==> src/rtl/apb_master_ctrl.sv <==
// APB4 requester: turns a valid/ready command stream into SETUP/ACCESS transfers
// and returns one registered response per command, with a PREADY watchdog.
module apb_master_ctrl #(
  parameter int ADDR_W  = 8,
  parameter int DATA_W  = 32,
  parameter int TIMEOUT = 16
) (
  input  logic                PCLK,
  input  logic                PRESET,
  input  logic                cmd_valid,
  output logic                cmd_ready,
  input  logic                cmd_write,
  input  logic [ADDR_W-1:0]   cmd_addr,
  input  logic [DATA_W-1:0]   cmd_wdata,
  input  logic [DATA_W/8-1:0] cmd_strb,
  output logic                rsp_valid,
  output logic [DATA_W-1:0]   rsp_rdata,
  output logic                rsp_err,
  output logic                rsp_timeout,
  output logic                PSEL,
  output logic                PENABLE,
  output logic                PWRITE,
  output logic [ADDR_W-1:0]   PADDR,
  output logic [DATA_W-1:0]   PWDATA,
  output logic [DATA_W/8-1:0] PSTRB,
  input  logic [DATA_W-1:0]   PRDATA,
  input  logic                PREADY,
  input  logic                PSLVERR
);

  // A zero TIMEOUT still needs a one-bit counter so the design elaborates.
  localparam int CNT_W = (TIMEOUT > 0) ? $clog2(TIMEOUT + 1) : 1;
  localparam logic [CNT_W-1:0] CNT_MAX   = '1;
  localparam logic [CNT_W-1:0] CNT_LIMIT = (TIMEOUT > 0) ? CNT_W'(TIMEOUT - 1) : '0;

  typedef enum logic [1:0] {IDLE, SETUP, ACCESS} state_t;

  state_t           state;
  state_t           state_next;
  logic [CNT_W-1:0] wd_cnt;
  logic             accept;
  logic             complete;
  logic             abort;

  assign cmd_ready = (state == IDLE) || ((state == ACCESS) && PREADY);
  assign accept    = cmd_valid && cmd_ready;
  assign complete  = (state == ACCESS) && PREADY;
  assign abort     = (TIMEOUT != 0) && (state == ACCESS) && !PREADY && (wd_cnt == CNT_LIMIT);

  always_ff @(posedge PCLK) begin
    if (PRESET) state <= IDLE;
    else        state <= state_next;
  end

  always_comb begin
    state_next = state;
    case (state)
      IDLE:    if (cmd_valid) state_next = SETUP;
      SETUP:   state_next = ACCESS;
      ACCESS: begin
        if (complete)   state_next = cmd_valid ? SETUP : IDLE;
        else if (abort) state_next = IDLE;
      end
      default: state_next = IDLE;
    endcase
  end

  always_comb begin
    PSEL    = (state != IDLE);
    PENABLE = (state == ACCESS);
  end

  // Request fields only change on acceptance, which keeps them stable for the whole transfer.
  always_ff @(posedge PCLK) begin
    if (PRESET) begin
      PWRITE <= 1'b0;
      PADDR  <= '0;
      PWDATA <= '0;
      PSTRB  <= '0;
    end else if (accept) begin
      PWRITE <= cmd_write;
      PADDR  <= cmd_addr;
      PWDATA <= cmd_wdata;
      PSTRB  <= cmd_write ? cmd_strb : '0;
    end
  end

  always_ff @(posedge PCLK) begin
    if (PRESET) begin
      wd_cnt <= '0;
    end else if (state == SETUP) begin
      wd_cnt <= '0;
    end else if ((state == ACCESS) && !PREADY && (wd_cnt != CNT_MAX)) begin
      wd_cnt <= wd_cnt + CNT_W'(1);
    end
  end

  always_ff @(posedge PCLK) begin
    if (PRESET) begin
      rsp_valid   <= 1'b0;
      rsp_rdata   <= '0;
      rsp_err     <= 1'b0;
      rsp_timeout <= 1'b0;
    end else begin
      rsp_valid   <= complete || abort;
      rsp_rdata   <= (complete && !PWRITE) ? PRDATA : '0;
      rsp_err     <= complete ? PSLVERR : abort;
      rsp_timeout <= abort;
    end
  end

endmodule

==> config.mk <==
export PLATFORM = sky130hd
export DESIGN_NAME = apb_master_ctrl
export DESIGN_NICKNAME = d
export VERILOG_FILES = /design/src/rtl/apb_master_ctrl.sv
export SDC_FILE = /design/constraint.sdc
export NUM_CORES = 1
export LEC_CHECK = 0
export ABC_AREA = 1
export BUFFER_PORTS_ARGS = -buffer_cell sky130_fd_sc_hd__buf_2
export CAP_MARGIN = 10
export CORE_MARGIN = 2
export CORE_UTILIZATION = 48
export DETAILED_ROUTE_END_ITERATION = 8
export PLACE_DENSITY = 0.83
export SLEW_MARGIN = 40
export SYNTH_ARGS = -nofsm -noshare
export SYNTH_HDL_FRONTEND = slang
export SYNTH_SLANG_ARGS = --single-unit
==> constraint.sdc <==
create_clock -name PCLK -period 3.4 [get_ports PCLK]
set_input_delay 0.34 -clock PCLK [delete_from_list [all_inputs] [get_ports PCLK]]
set_output_delay 0.34 -clock PCLK [all_outputs]
set_load 0.01 [all_outputs]
==> flow_results.xml, run 1 <==
<?xml version="1.0" encoding="UTF-8"?>
<metrics>
  <group name="synthesis">
    <metric name="synth-async-reset-ratio" unit="%">0</metric>
    <metric name="net_count_after_synthesis" unit="">532</metric>
    <metric name="synth.yosys.seq_area_share" unit="%">54.0</metric>
    <metric name="synth.cells.most_frequent" unit="">nor2_1 (118), nand2_1 (109), dfxtp_1 (87)</metric>
    <metric name="synth.most_common_cell" unit="">nor2_1</metric>
    <metric name="syn-cell-area" unit="um2">3230</metric>
    <metric name="synth_area_leader_cell" unit="">dfxtp_1</metric>
    <metric name="synth-seq-cells" unit="">87</metric>
    <metric name="post_synth_cell_types" unit="">17</metric>
    <metric name="post_synth_edffs" unit="">0</metric>
    <metric name="syn-instance-count" unit="">447</metric>
    <metric name="synth_top_flop_cell" unit="">dfxtp_1</metric>
    <metric name="syn-mean-instance-area" unit="um2">7.22</metric>
    <metric name="synthDominantCellAreaShare" unit="%">54.0</metric>
    <metric name="synth-warning-count" unit="">0</metric>
    <metric name="post_synth_main_area_contributors" unit="">dfxtp_1 (54%), nor2_1 (14%), nand2_1 (13%), inv_1 (9.4%), a21oi_1 (2.0%)</metric>
  </group>
  <group name="clock_tree">
    <metric name="cts-root-to-sink-buffers" unit="">2</metric>
    <metric name="cts_tree" unit="">built</metric>
    <metric name="cts_hold_buffers" unit="">0</metric>
    <metric name="cts.clk_slew.worst_paths" unit="ns">0.09</metric>
    <metric name="setup_buffers_after_cts" unit="">0</metric>
    <metric name="clock_sinks" unit="">87</metric>
    <metric name="clockRootBuffer" unit="">clkbuf_8</metric>
    <metric name="cts_resized" unit="">0</metric>
    <metric name="clk-insertion-delay-late" unit="ns">0.35</metric>
    <metric name="ctsHtreeMaxLevel" unit="">3</metric>
    <metric name="cts-buffers-inserted" unit="">9</metric>
  </group>
  <group name="sta">
    <metric name="timing.final.setup_violations" unit="">0</metric>
    <metric name="hold_violations" unit="">0</metric>
    <metric name="tns" unit="ns">0</metric>
    <metric name="achievable-frequency" unit="MHz">557</metric>
    <metric name="max-slew-margin-rel" unit="%">60.1</metric>
    <metric name="final_min_period_over_clock_period" unit="%">52.8</metric>
    <metric name="final.setup_skew" unit="ns">0.0107</metric>
    <metric name="min_period" unit="ns">1.80</metric>
    <metric name="setup_repair_after_global_routing_missed_its_margin" unit="">no</metric>
    <metric name="final_hold_slack" unit="ns">0.195</metric>
    <metric name="worstMarginPinSlew" unit="ns">0.598</metric>
    <metric name="finalMaxSlewViolations" unit="">0</metric>
  </group>
  <group name="critical_path">
    <metric name="setup.worst_path.end_class" unit="">flip-flop</metric>
    <metric name="worst-path-max-fanout" unit="">70</metric>
    <metric name="worst_path_most_repeated_cell" unit="">nand2_1</metric>
    <metric name="crit_path_cell_trace" unit="">inv_2 &gt; nand3_2 &gt; buf_4 &gt; nand2_1 &gt; nand2_1 &gt; nor2_1</metric>
    <metric name="setup.worst_path.class" unit="">flip-flop to flip-flop</metric>
    <metric name="timing.critical_path.slowest_cell_delay" unit="ns">0.56</metric>
    <metric name="critical_path.startpoint_type" unit="">flip-flop</metric>
    <metric name="worst_path_dominant_cell_family" unit="">buffers and inverters</metric>
    <metric name="crit_required" unit="ns">3.63</metric>
    <metric name="worstPathBufferInverterCount" unit="">2</metric>
    <metric name="cell_with_the_biggest_individual_delay_on_the_critical_path" unit="">buf_4</metric>
    <metric name="crit_arrival" unit="ns">2.03</metric>
  </group>
  <group name="status">
    <metric name="outcome" unit="">finished, final reports clean</metric>
  </group>
  <group name="cells_and_area">
    <metric name="layout.nets" unit="">692</metric>
    <metric name="n_diodes" unit="">0</metric>
    <metric name="regArea" unit="um2">1740</metric>
    <metric name="flow.area_growth_from_synthesis" unit="%">31.1</metric>
    <metric name="final_layout_size_suffix_gt1_share" unit="%">31.0</metric>
    <metric name="fill_cell_instance_count_of_the_final_layout" unit="">567</metric>
    <metric name="area_of_combinational_cells_with_multiple_inputs" unit="um2">1060</metric>
    <metric name="post-route-util" unit="%">65.9</metric>
  </group>
  <group name="route">
    <metric name="detailroute.via_count" unit="">3036</metric>
    <metric name="drc_errors" unit="">0</metric>
    <metric name="drtPass1Iterations" unit="">4</metric>
    <metric name="final_wirelength" unit="um">7360</metric>
    <metric name="post_drt_wl_per_cell" unit="um">10.7</metric>
    <metric name="drtIter0Drc" unit="">80</metric>
    <metric name="drt-vias-per-instance" unit="">4.41</metric>
    <metric name="antenna_left" unit="">0</metric>
  </group>
  <group name="global_routing">
    <metric name="first_pass_grt_wire_length" unit="um">11900</metric>
    <metric name="grt_start_max_net_pins" unit="">71</metric>
    <metric name="antenna_found_initial" unit="">0</metric>
    <metric name="grt.total_usage" unit="%">20.0</metric>
    <metric name="grt_pass1_vias" unit="">2923</metric>
    <metric name="grt_remaining_overflow" unit="">0</metric>
  </group>
  <group name="hold_path">
    <metric name="hold_class" unit="">input port to flip-flop</metric>
  </group>
  <group name="floorplanning">
    <metric name="die_area" unit="um2">7390</metric>
    <metric name="start_util" unit="%">50.2</metric>
    <metric name="placement_rows" unit="">29</metric>
    <metric name="core" unit="um2">6420</metric>
    <metric name="floorplan.die.width" unit="um">86.0</metric>
    <metric name="num_io_pins" unit="">165</metric>
    <metric name="die_height" unit="um">86.0</metric>
  </group>
  <group name="pwr">
    <metric name="power_leakage" unit="nW">2.52</metric>
    <metric name="power_per_cell_area" unit="nW/um2">474</metric>
    <metric name="ir_worst_vdd" unit="mV">0.362</metric>
  </group>
  <group name="placed_design">
    <metric name="hpwlAfterDp" unit="um">5480</metric>
    <metric name="place_congestion" unit="">0.725</metric>
    <metric name="place.port_buffers" unit="">164</metric>
  </group>
  <group name="job">
    <metric name="cap_violations" unit="">0</metric>
  </group>
</metrics>
-- cell usage in the layout, fill, tap and decap left out, drive strengths merged --
master / netlist / final
buf: 12 / 166
nand3: 5 / 5
nand4: 6 / 6
ha: 3 / 3
a21oi: 13 / 13
clkbuf: 5 / 9
xor2: 1 / 1
clkinv: 1 / 5
nand2: 111 / 111
clkinvlp: 0 / 1
inv: 84 / 86
dfxtp: 87 / 87
nor2: 119 / 119
-- registers in the layout, indices dropped and copies added (netlist names) --
register and flops:
PWDATA 32, rsp_rdata 32, PADDR 8, wd_cnt 5, PSTRB 4, state 2, PWRITE 1, rsp_err 1
rsp_timeout 1, rsp_valid 1
-- worst paths after layout --
check,startpoint,to,slack (ns),cells after the start
hold / removal,PRDATA[15],rsp_rdata[15],0.20,3
hold reg to reg,PSTRB[0],PSTRB[0],0.47,2
setup / recovery,state[0],PWDATA[25],1.60,6
setup reg to reg,state[0],PWDATA[25],1.60,6
-- cell families (layout without fill, tap and decap cells) --
logic type	after synthesis	after routing	share of synthesized area [%]
AO/OA/AOI/OAI	13	13	2.02
XOR/XNOR	1	1	0.272
adder cells (fa/ha/maj)	3	3	1.16
buffers and inverters	102	267	13.3
flip-flops	87	87	54.0
AND/OR/NAND/NOR	241	241	29.2
-- where the power goes --
group	internal, W	leakage (nW)	switching, W	total, W
clock	0.000273	0.0902	0.000375	0.000648
combinational	0.000112	1.72	0.000155	0.000268
sequential	0.00107	0.712	0.0000239	0.00109
total	0.00145	2.52	0.000554	0.00201
-- through the flow --
step | area [um2] | setup slack [ns] | power (W) | std cells
after floorplan | 3230 | 2.10 | 0.00127 | 447
after global routing | 4230 | 1.35 | 0.00212 | 689
after CTS | 4230 | 1.60 | 0.00203 | 689
final | 4230 | 1.60 | 0.00201 | 689
after detailed placement | 4050 | 1.53 | 0.00138 | 673
after global placement | 4050 | 1.61 | 0.00137 | 673
-- metal layers --
metal / vias up / share of wire [%] / GRT usage (%)
met4: 0 / 1.9 / 8.80
met2: 127 / 49 / 36.8
met1: 1293 / 39 / 20.6
li1: 1604 / - / -
met5: - / 0 / 0
met3: 12 / 9.9 / 6.54
-- worst register-to-register path: cells and delay by family (launching register included) --
kind                   cells  cell delay (ns)
DFF                        1             0.45
and+or+nand+nor            4             0.55
buffers and inverters      2             0.68
-- layout make-up --
type,instances,area share (%)
sequential,87,41.2
multi-input combinational,258,25.0
timing repair buffer,166,19.8
inverter,85,7.54
clock buffer,9,2.93
tap,77,2.28
clock inverter,7,1.33
No activity file was read; power rests on OpenSTA's default activity.
==> inputs of run 2 (changes only) <==
--- a/config.mk
+++ b/config.mk
@@ -9,9 +9,9 @@
 export BUFFER_PORTS_ARGS = -buffer_cell sky130_fd_sc_hd__buf_2
 export CAP_MARGIN = 10
 export CORE_MARGIN = 2
-export CORE_UTILIZATION = 48
+export CORE_UTILIZATION = 45
 export DETAILED_ROUTE_END_ITERATION = 8
-export PLACE_DENSITY = 0.83
+export PLACE_DENSITY = 0.78
 export SLEW_MARGIN = 40
 export SYNTH_ARGS = -nofsm -noshare
 export SYNTH_HDL_FRONTEND = slang
==> constraint.sdc (replaced) <==
create_clock -name PCLK -period 1.8 [get_ports PCLK]
set_input_delay 0.18 -clock PCLK [delete_from_list [all_inputs] [get_ports PCLK]]
set_output_delay 0.18 -clock PCLK [all_outputs]
set_load 0.01 [all_outputs]
==> run 2 against run 1 <==
Die area up 6.4%. Critical path type unchanged. Sequential power up 89%. Power up 89%.
==> flow_results.xml, run 2 (synthesis results as in run 1) <==
<?xml version="1.0" encoding="UTF-8"?>
<metrics>
  <group name="status">
    <metric name="outcome" unit="">finished, final reports clean</metric>
  </group>
  <group name="placed_design">
    <metric name="dpl_cell_area" unit="um2">4100</metric>
    <metric name="hpwlAfterDp" unit="um">5290</metric>
    <metric name="place.port_buffers" unit="">164</metric>
    <metric name="place_congestion" unit="">0.808</metric>
  </group>
  <group name="sta">
    <metric name="max-slew-margin-rel" unit="%">71.7</metric>
    <metric name="final.setup_skew" unit="ns">0.00745</metric>
    <metric name="final_min_period_over_clock_period" unit="%">83.7</metric>
    <metric name="timing.final.setup_violations" unit="">0</metric>
    <metric name="setup_repair_after_global_routing_missed_its_margin" unit="">no</metric>
    <metric name="achievable-frequency" unit="MHz">664</metric>
    <metric name="hold_violations" unit="">0</metric>
    <metric name="tns" unit="ns">0</metric>
    <metric name="finalMaxSlewViolations" unit="">0</metric>
    <metric name="min_period" unit="ns">1.51</metric>
    <metric name="worstMarginPinSlew" unit="ns">0.425</metric>
  </group>
  <group name="hold_path">
    <metric name="whs_path_depth" unit="">3</metric>
    <metric name="holdPathEnd" unit="">rsp_rdata[10]</metric>
    <metric name="min-delay-start" unit="">PRDATA[10]</metric>
    <metric name="hold_class" unit="">input port to flip-flop</metric>
  </group>
  <group name="clock_tree">
    <metric name="ctsHtreeMaxLevel" unit="">3</metric>
    <metric name="cts_resized" unit="">0</metric>
    <metric name="cts.clk_slew.worst_paths" unit="ns">0.08</metric>
    <metric name="clock_sinks" unit="">87</metric>
    <metric name="cts-root-to-sink-buffers" unit="">2</metric>
    <metric name="setup_buffers_after_cts" unit="">0</metric>
    <metric name="cts-buffers-inserted" unit="">9</metric>
    <metric name="cts_tree" unit="">built</metric>
    <metric name="clockRootBuffer" unit="">clkbuf_8</metric>
    <metric name="cts_hold_buffers" unit="">0</metric>
    <metric name="clk-insertion-delay-late" unit="ns">0.34</metric>
  </group>
  <group name="route">
    <metric name="final_wirelength" unit="um">7140</metric>
    <metric name="drc_errors" unit="">0</metric>
    <metric name="detailroute.via_count" unit="">3013</metric>
    <metric name="drt-vias-per-instance" unit="">4.26</metric>
    <metric name="drtPass1Iterations" unit="">4</metric>
    <metric name="post_drt_wl_per_cell" unit="um">10.1</metric>
    <metric name="antenna_left" unit="">0</metric>
    <metric name="drtIter0Drc" unit="">52</metric>
  </group>
  <group name="critical_path">
    <metric name="crit_path_cell_trace" unit="">ha_1 &gt; nand2_1 &gt; nor2_1 &gt; ha_1 &gt; nor2_1 &gt; nand2_1 &gt; a21oi_1</metric>
    <metric name="worst-path-max-fanout" unit="">5</metric>
    <metric name="setup.worst_path.end_class" unit="">flip-flop</metric>
    <metric name="worst_reg_to_reg_setup_slack" unit="ns">0.29</metric>
    <metric name="source_of_the_worst_register_to_register_timing_path" unit="">wd_cnt[0]</metric>
    <metric name="worst_path_dominant_cell_family" unit="">simple AND/OR/NAND/NOR gates</metric>
    <metric name="cell_with_the_biggest_individual_delay_on_the_critical_path" unit="">dfxtp_1</metric>
    <metric name="critical_path.startpoint_type" unit="">flip-flop</metric>
    <metric name="crit_arrival" unit="ns">1.77</metric>
    <metric name="timing.critical_path.slowest_cell_delay" unit="ns">0.35</metric>
    <metric name="worstReg2RegEnd" unit="">wd_cnt[1]</metric>
    <metric name="crit_required" unit="ns">2.07</metric>
    <metric name="setup.worst_path.class" unit="">flip-flop to flip-flop</metric>
    <metric name="cell_depth_of_the_worst_flop_to_flop_path" unit="">7</metric>
    <metric name="worstPathBufferInverterCount" unit="">0</metric>
  </group>
  <group name="pwr">
    <metric name="power_frac_seq" unit="%">54.4</metric>
    <metric name="power.share.combinational" unit="%">13.4</metric>
    <metric name="sw_frac_of_total" unit="%">24.7</metric>
    <metric name="p_sw" unit="W">0.000935</metric>
    <metric name="int_pwr" unit="W">0.00285</metric>
    <metric name="ir_worst_vdd" unit="mV">0.455</metric>
    <metric name="total_power" unit="W">0.00379</metric>
    <metric name="power_per_cell_area" unit="nW/um2">888</metric>
    <metric name="power_leakage" unit="nW">2.53</metric>
    <metric name="pwr-share-clk" unit="%">32.2</metric>
  </group>
  <group name="floorplanning">
    <metric name="die_area" unit="um2">7860</metric>
    <metric name="num_io_pins" unit="">165</metric>
    <metric name="floorplan.die.width" unit="um">88.7</metric>
    <metric name="die_height" unit="um">88.7</metric>
    <metric name="start_util" unit="%">47.0</metric>
    <metric name="placement_rows" unit="">30</metric>
    <metric name="core" unit="um2">6870</metric>
  </group>
  <group name="cells_and_area">
    <metric name="layout.cells.most_common" unit="">buf_2</metric>
    <metric name="layout_common_cells" unit="">buf_2 (164), nor2_1 (118), nand2_1 (109)</metric>
    <metric name="largestRegisters" unit="">PWDATA x32, rsp_rdata x32, PADDR x8</metric>
    <metric name="fill_cell_instance_count_of_the_final_layout" unit="">662</metric>
    <metric name="layout.nets" unit="">694</metric>
    <metric name="final_layout_size_suffix_gt1_share" unit="%">30.4</metric>
    <metric name="flow.area_growth_from_synthesis" unit="%">32.2</metric>
    <metric name="layout.cell_area.non_filler" unit="um2">4270</metric>
    <metric name="n_diodes" unit="">0</metric>
  </group>
  <group name="global_routing">
    <metric name="first_pass_grt_wire_length" unit="um">10800</metric>
    <metric name="grt.total_usage" unit="%">17.5</metric>
    <metric name="grt_pass1_vias" unit="">2671</metric>
    <metric name="grt_remaining_overflow" unit="">0</metric>
    <metric name="grt_start_max_net_pins" unit="">52</metric>
    <metric name="antenna_found_initial" unit="">0</metric>
  </group>
  <group name="job">
    <metric name="cap_violations" unit="">0</metric>
  </group>
</metrics>
run 2: worst reg2reg max path: stages, from the launching register on:
cell and delay (ns):
dfxtp_1 0.35, ha_1 0.23, nand2_1 0.07, nor2_1 0.05, ha_1 0.19, nor2_1 0.30, nand2_1 0.11, a21oi_1 0.14
run 2: final cells by class:
type                       count  area, um2  share of cell area (%)
clock buffer                  11        131                    3.08
sequential                    87       1740                    40.8
inverter                      85        319                    7.48
multi-input combinational    258       1050                    24.7
clock inverter                 2       35.0                   0.821
tap                           96        120                    2.82
timing repair buffer         168        863                    20.2
run 2: per-layer routing:
metal	up-vias	wire length [um]	part of all wire (%)	track usage, %
met3	9	635	8.9	5.78
met4	0	116	1.6	9.09
met1	1289	3000	42	18.9
met5	-	0	0	0
met2	116	3390	48	30.5
li1	1599	-	-	-
run 2: worst max path at each step:
stage,startpoint,to,slack [ns],depth (start not counted)
finish,wd_cnt[0],wd_cnt[1],0.29,7
floorplan,wd_cnt[0],wd_cnt[0],0.50,8
detailed placement,wd_cnt[0],wd_cnt[1],0.30,7
CTS,wd_cnt[0],wd_cnt[1],0.29,7
global route,wd_cnt[0],wd_cnt[2],0.12,8
global placement,wd_cnt[0],wd_cnt[4],0.43,8
run 2: power groups by stage:
stage | clock network [W] | logic [W] | registers, W
finish | 0.00122 | 0.000509 | 0.00206
global placement | 0 | 0.000502 | 0.00210
floorplan | 0 | 0.000256 | 0.00215
detailed placement | 0 | 0.000513 | 0.00210
global route | 0.00135 | 0.000583 | 0.00207
CTS | 0.00127 | 0.000516 | 0.00206
run 2: metrics by stage:
| step | worst slack, ns | std cells | hold WS (ns) | utilization [%] |
|---|---|---|---|---|
| finish | 0.293 | 707 | 0.0465 | 62.1 |
| CTS | 0.286 | 707 | 0.0250 | 62.1 |
| global placement | 0.429 | 694 | 0.392 | 59.7 |
| detailed placement | 0.305 | 694 | 0.397 | 59.7 |
| floorplan | 0.503 | 447 | 0.292 | - |
| global route | 0.116 | 707 | 0.0334 | 62.1 |
